**src/rtl/switch_byte_entry.sv**
```systemverilog
// switch_byte_entry
//
// Debounces the four board push-switches, lets the operator compose an 8-bit
// value one nibble at a time, and hands a submitted byte to the CPU input port
// through a valid/ack handshake.
//
// Parameters:
//   DEBOUNCE_LIMIT  cycles a synchronized level must differ from the stable
//                   value before the stable value flips (>= 2)
// Ports:
//   i_Clk       board clock, rising edge
//   i_Reset     synchronous active-high reset
//   i_Switch    raw switch levels: [0] high nibble +1, [1] low nibble +1,
//               [2] submit, [3] clear entry
//   i_In_Ack    CPU consumed o_In_Data (pulse or level)
//   o_Entry     byte being composed, for the display
//   o_In_Data   last submitted byte, frozen while o_In_Valid is high
//   o_In_Valid  submitted byte awaiting ack
//   o_Press     one-cycle press pulse per switch
module switch_byte_entry #(
    parameter int unsigned DEBOUNCE_LIMIT = 250000
) (
    input  logic       i_Clk,
    input  logic       i_Reset,
    input  logic [3:0] i_Switch,
    input  logic       i_In_Ack,
    output logic [7:0] o_Entry,
    output logic [7:0] o_In_Data,
    output logic       o_In_Valid,
    output logic [3:0] o_Press
);

    localparam int unsigned CntW = (DEBOUNCE_LIMIT > 1) ? $clog2(DEBOUNCE_LIMIT) : 1;
    localparam logic [CntW-1:0] CntMax = CntW'(DEBOUNCE_LIMIT - 1);

    typedef enum logic {
        StIdle,
        StPending
    } state_t;

    logic [3:0]      r_sync1;
    logic [3:0]      r_sync2;
    logic [3:0]      r_stable;
    logic [3:0]      r_stable_d;
    logic [3:0]      r_press;
    logic [CntW-1:0] r_cnt [4];
    logic [7:0]      r_entry;
    logic [7:0]      r_in_data;
    state_t          r_state;

    logic [7:0]      w_entry_next;
    state_t          w_state_next;
    logic            w_load;

    // Two-flop synchronizer, then per-switch debounce counter.
    always_ff @(posedge i_Clk) begin
        if (i_Reset) begin
            r_sync1  <= '0;
            r_sync2  <= '0;
            r_stable <= '0;
            for (int i = 0; i < 4; i++) begin
                r_cnt[i] <= '0;
            end
        end else begin
            r_sync1 <= i_Switch;
            r_sync2 <= r_sync1;
            for (int i = 0; i < 4; i++) begin
                if (r_sync2[i] == r_stable[i]) begin
                    r_cnt[i] <= '0;
                end else if (r_cnt[i] == CntMax) begin
                    r_stable[i] <= r_sync2[i];
                    r_cnt[i]    <= '0;
                end else begin
                    r_cnt[i] <= r_cnt[i] + CntW'(1);
                end
            end
        end
    end

    // Press pulse lands the cycle after stable rises; releases are ignored.
    always_ff @(posedge i_Clk) begin
        if (i_Reset) begin
            r_stable_d <= '0;
            r_press    <= '0;
        end else begin
            r_stable_d <= r_stable;
            r_press    <= r_stable & ~r_stable_d;
        end
    end

    // Nibble increments wrap within their nibble; clear overrides both.
    always_comb begin
        w_entry_next = r_entry;
        if (r_press[3]) begin
            w_entry_next = '0;
        end else begin
            if (r_press[0]) begin
                w_entry_next[7:4] = r_entry[7:4] + 4'd1;
            end
            if (r_press[1]) begin
                w_entry_next[3:0] = r_entry[3:0] + 4'd1;
            end
        end
    end

    // Submit is only taken in idle; in pending it is dropped, not queued.
    always_comb begin
        w_state_next = r_state;
        w_load       = 1'b0;
        unique case (r_state)
            StIdle: begin
                if (r_press[2]) begin
                    w_load       = 1'b1;
                    w_state_next = StPending;
                end
            end
            StPending: begin
                if (i_In_Ack) begin
                    w_state_next = StIdle;
                end
            end
        endcase
    end

    always_ff @(posedge i_Clk) begin
        if (i_Reset) begin
            r_state   <= StIdle;
            r_entry   <= '0;
            r_in_data <= '0;
        end else begin
            r_state <= w_state_next;
            r_entry <= w_entry_next;
            // Captures the entry as it stood before any same-cycle edit.
            if (w_load) begin
                r_in_data <= r_entry;
            end
        end
    end

    assign o_Entry    = r_entry;
    assign o_In_Data  = r_in_data;
    assign o_In_Valid = (r_state == StPending);
    assign o_Press    = r_press;

endmodule

```
**config.mk**
```make
export PLATFORM = sky130hd
export DESIGN_NAME = switch_byte_entry
export DESIGN_NICKNAME = d
export VERILOG_FILES = /design/src/rtl/switch_byte_entry.sv
export SDC_FILE = /design/constraint.sdc
export NUM_CORES = 1
export LEC_CHECK = 0
export CORE_ASPECT_RATIO = 0.8
export CORE_MARGIN = 2
export CORE_UTILIZATION = 25
export CTS_CLUSTER_DIAMETER = 100
export DETAILED_ROUTE_END_ITERATION = 6
export MAX_ROUTING_LAYER = met4
export PLACE_DENSITY_LB_ADDON = 0.2
export REMOVE_ABC_BUFFERS = 1
export SLEW_MARGIN = 0
export SYNTH_ARGS = -nofsm -noshare
export SYNTH_HDL_FRONTEND = slang
export SYNTH_SLANG_ARGS = --single-unit
```
**constraint.sdc**
```tcl
create_clock -name i_Clk -period 2.2 [get_ports i_Clk]
set_input_delay 0.22 -clock i_Clk [delete_from_list [all_inputs] [get_ports i_Clk]]
set_output_delay 0.22 -clock i_Clk [all_outputs]
set_load 0.005 [all_outputs]
```
==> flow_summary.yaml <==
critical_path:
  critical_path_arrival_ps: 2070
  r2r-end: "r_cnt[0][3]$_SDFFCE_PN0P_"
  cp_data_required_time_ps: 2310
  critPathKind: "reg -> reg"
  rrSetupSlack_ps: 250
  cp_slowest_cell: "or4_4"
  path_buf_inv: 1
  endpoint_kind: "register"
  critical-path-top-delay-family: "simple AND/OR/NAND/NOR gates"
  cp_cell_sequence: "ha_1 -> nand3_4 -> or4_4 -> o21ai_4 -> buf_12 -> nor2_1"
  r2r_cells: 6
  worst-path-max-fanout: 18
  max_stage_delay_ps: 530
  startpoint: "r_cnt[0][0]$_SDFFCE_PN0P_"
  cp-start-kind: "register"
  r2r_start: "r_cnt[0][0]$_SDFFCE_PN0P_"
power_and_ir_drop:
  power.density_mw_per_mm2: 618.4
  ir_drop_mv: 0.3378
  p_leak_nw: 2.153
  finalPower_w: 0.004020
clock_tree:
  htreeDepth: 3
  cts_root_buffer: "clkbuf_16"
  clkTransAtPathRegs_ps: 80
  cts.sinks: 109
  cts_resized: 0
  clock_latency_ps: 350
  cts_max_path_buffers: 2
  cts_tree: "built"
  holdBufCountCts: 0
  cts_made_buffers: 9
  cts_setup_buffers: 0
cells_and_area:
  layout_common_cells: "nor2_1 (90), edfxtp_1 (72), conb_1 (72), xnor2_1 (53), dfxtp_1 (37)"
  final_nets: 625
  fillers: 2135
  drive_gt1_frac: 0.07942
  stdcell_count: 886
  area_growth_pct: 23.90
  mostFrequentLayoutCell: "nor2_1"
  n_antenna_cell: 0
  seq_area_sq_mm: 0.002903
  multi_input_area_sq_mm: 0.002512
grt:
  grt_start_max_net_pins: 19
  grt_pass1_wl_mm: 17.33
  overflow: 0
  first_global_vias: 3513
  grt_usage: 0.1001
  antenna_found_initial: 0
sta:
  final.period_utilization: 0.8875
  worst_clock_skew_ps: 8.869
  setup_violations: 0
  finalCriticalPeriod_ps: 1953
  rsz0062_at_grt: "no"
  slew_violations: 0
  fmax_ghz: 0.5121
  hold_viol_final: 0
  setup-tns-final_ps: 0
job:
  maxCapViolations: 0
drt:
  drcViolationCount: 0
  postRouteAntennaNets: 0
  wirelength_mm: 10.12
  drtIter0Drc: 281
  via_per_inst: 4.155
  dr_total_vias: 3681
  drtPass1Iterations: 6
  drt-wirelength-per-cell_um: 11.42
hold_path:
  hold_start: "r_stable_d[1]$_SDFF_PP0_"
  whs_endpoint: "o_Press[1]$_SDFF_PP0_"
  whs_path_depth: 1
  hold_path_class: "reg -> reg"
placement:
  dp_hpwl_mm: 7.585
  port_buffers: 27
  place_congestion: 0.7722
  dp.cells: 870
yosys:
  yosysWarnings: 0
  synth-seq-cells: 109
  async_flop_share: 0
  syn_area_per_cell_sq_um: 10.58
  ys_types: 41
  synthFlopType: "edfxtp_1"
  ys_seq_area_frac: 0.5533
  synth_area_sq_mm: 0.005246
  yosys.area.top_type_share: 0.4121
  synth_edf_count: 72
  yosys.area.top_type: "edfxtp_1"
  synth_cells: 496
  synthTopCellsByArea: "edfxtp_1 (41%), dfxtp_1 (14%), xnor2_1 (8.8%), nor2_1 (6.4%), nand2_1 (2.6%)"
die:
  core-area_sq_mm: 0.02064
  ios: 28
  start_util: 0.2542
  dieHeight_um: 133.6
  die_x_um: 166.0
  die-area_sq_mm: 0.02217
  rows: 47
outcome:
  status: "finished, final reports clean"
[how the worst max path moves through the flow]
stage                     slack (ps)  depth (start not counted)                    endpoint
after floorplan                  210                          5  r_cnt[1][10]$_SDFFCE_PN0P_
after global placement           280                          6   r_cnt[0][0]$_SDFFCE_PN0P_
after detailed placement         240                          6   r_cnt[0][3]$_SDFFCE_PN0P_
after CTS                        230                          6   r_cnt[0][3]$_SDFFCE_PN0P_
after global routing             100                          6  r_cnt[1][14]$_SDFFCE_PN0P_
final                            250                          6   r_cnt[0][3]$_SDFFCE_PN0P_
[cells in the mapped netlist (5+ instances only)]
cell type,number
xnor2_1,53
dfxtp_1,37
nand2b_1,7
a21oi_1,15
clkbuf_1,5
nor2b_1,15
xor2_1,15
nand2_1,36
o21ai_0,7
inv_1,14
ha_1,6
edfxtp_1,72
nand4_1,20
nor2_1,90
nor4_1,21
nand3_1,23
nor3_1,13
[kinds of logic (layout without fill, tap and decap cells)]
family,after synthesis,after routing,synth area share
simple gates,257,257,0.2564
flops,109,109,0.5533
xor+xnor,68,68,0.1135
compound gates,27,27,0.03554
buf+inv,24,74,0.01860
fa+ha+maj,6,6,0.01431
mux,4,4,0.007632
other cells,1,72,0.0007148
[per-layer routing]
| layer | vias up | GRT usage | wire length, um |
|---|---|---|---|
| li1 | 1918 | - | - |
| met5 | - | - | 0 |
| met2 | 31 | 0.1485 | 4442 |
| met3 | 9 | 0.02733 | 299 |
| met1 | 1723 | 0.1320 | 5233 |
| met4 | 0 | 0.03430 | 146 |
[where the power goes]
group / internal, W / switching [W] / leakage (nW)
sequential: 0.00224 / 0.0000745 / 1.04
clock: 0.000771 / 0.000767 / 0.132
combinational: 0.0000762 / 0.0000881 / 0.979
total: 0.00309 / 0.000929 / 2.15
[stage by stage]
step	hold slack, ps	cell area (sq um)	utilization	setup WS (ps)
after global routing	392.8	6500	0.3149	101.6
after global placement	373.0	6227	0.3017	284.9
after floorplan	289.1	5468	-	214.1
final	382.3	6500	0.3149	247.4
after CTS	382.6	6500	0.3149	226.4
after detailed placement	371.2	6227	0.3017	241.7
[registers in the layout, summed over array words and instances (netlist names)]
signal,cells
r_cnt,72
o_Entry,8
o_In_Data,8
o_Press,4
r_stable,4
r_stable_d,4
r_sync1,4
r_sync2,4
o_In_Valid,1
[cell type report]
class / count / area share
clock buffer: 9 / 0.03465
clock inverter: 7 / 0.007315
inverter: 14 / 0.008085
multi-input combinational: 434 / 0.3865
sequential: 109 / 0.4466
tap: 269 / 0.05178
timing repair buffer: 44 / 0.06506
(Power assumes the default switching activity.)
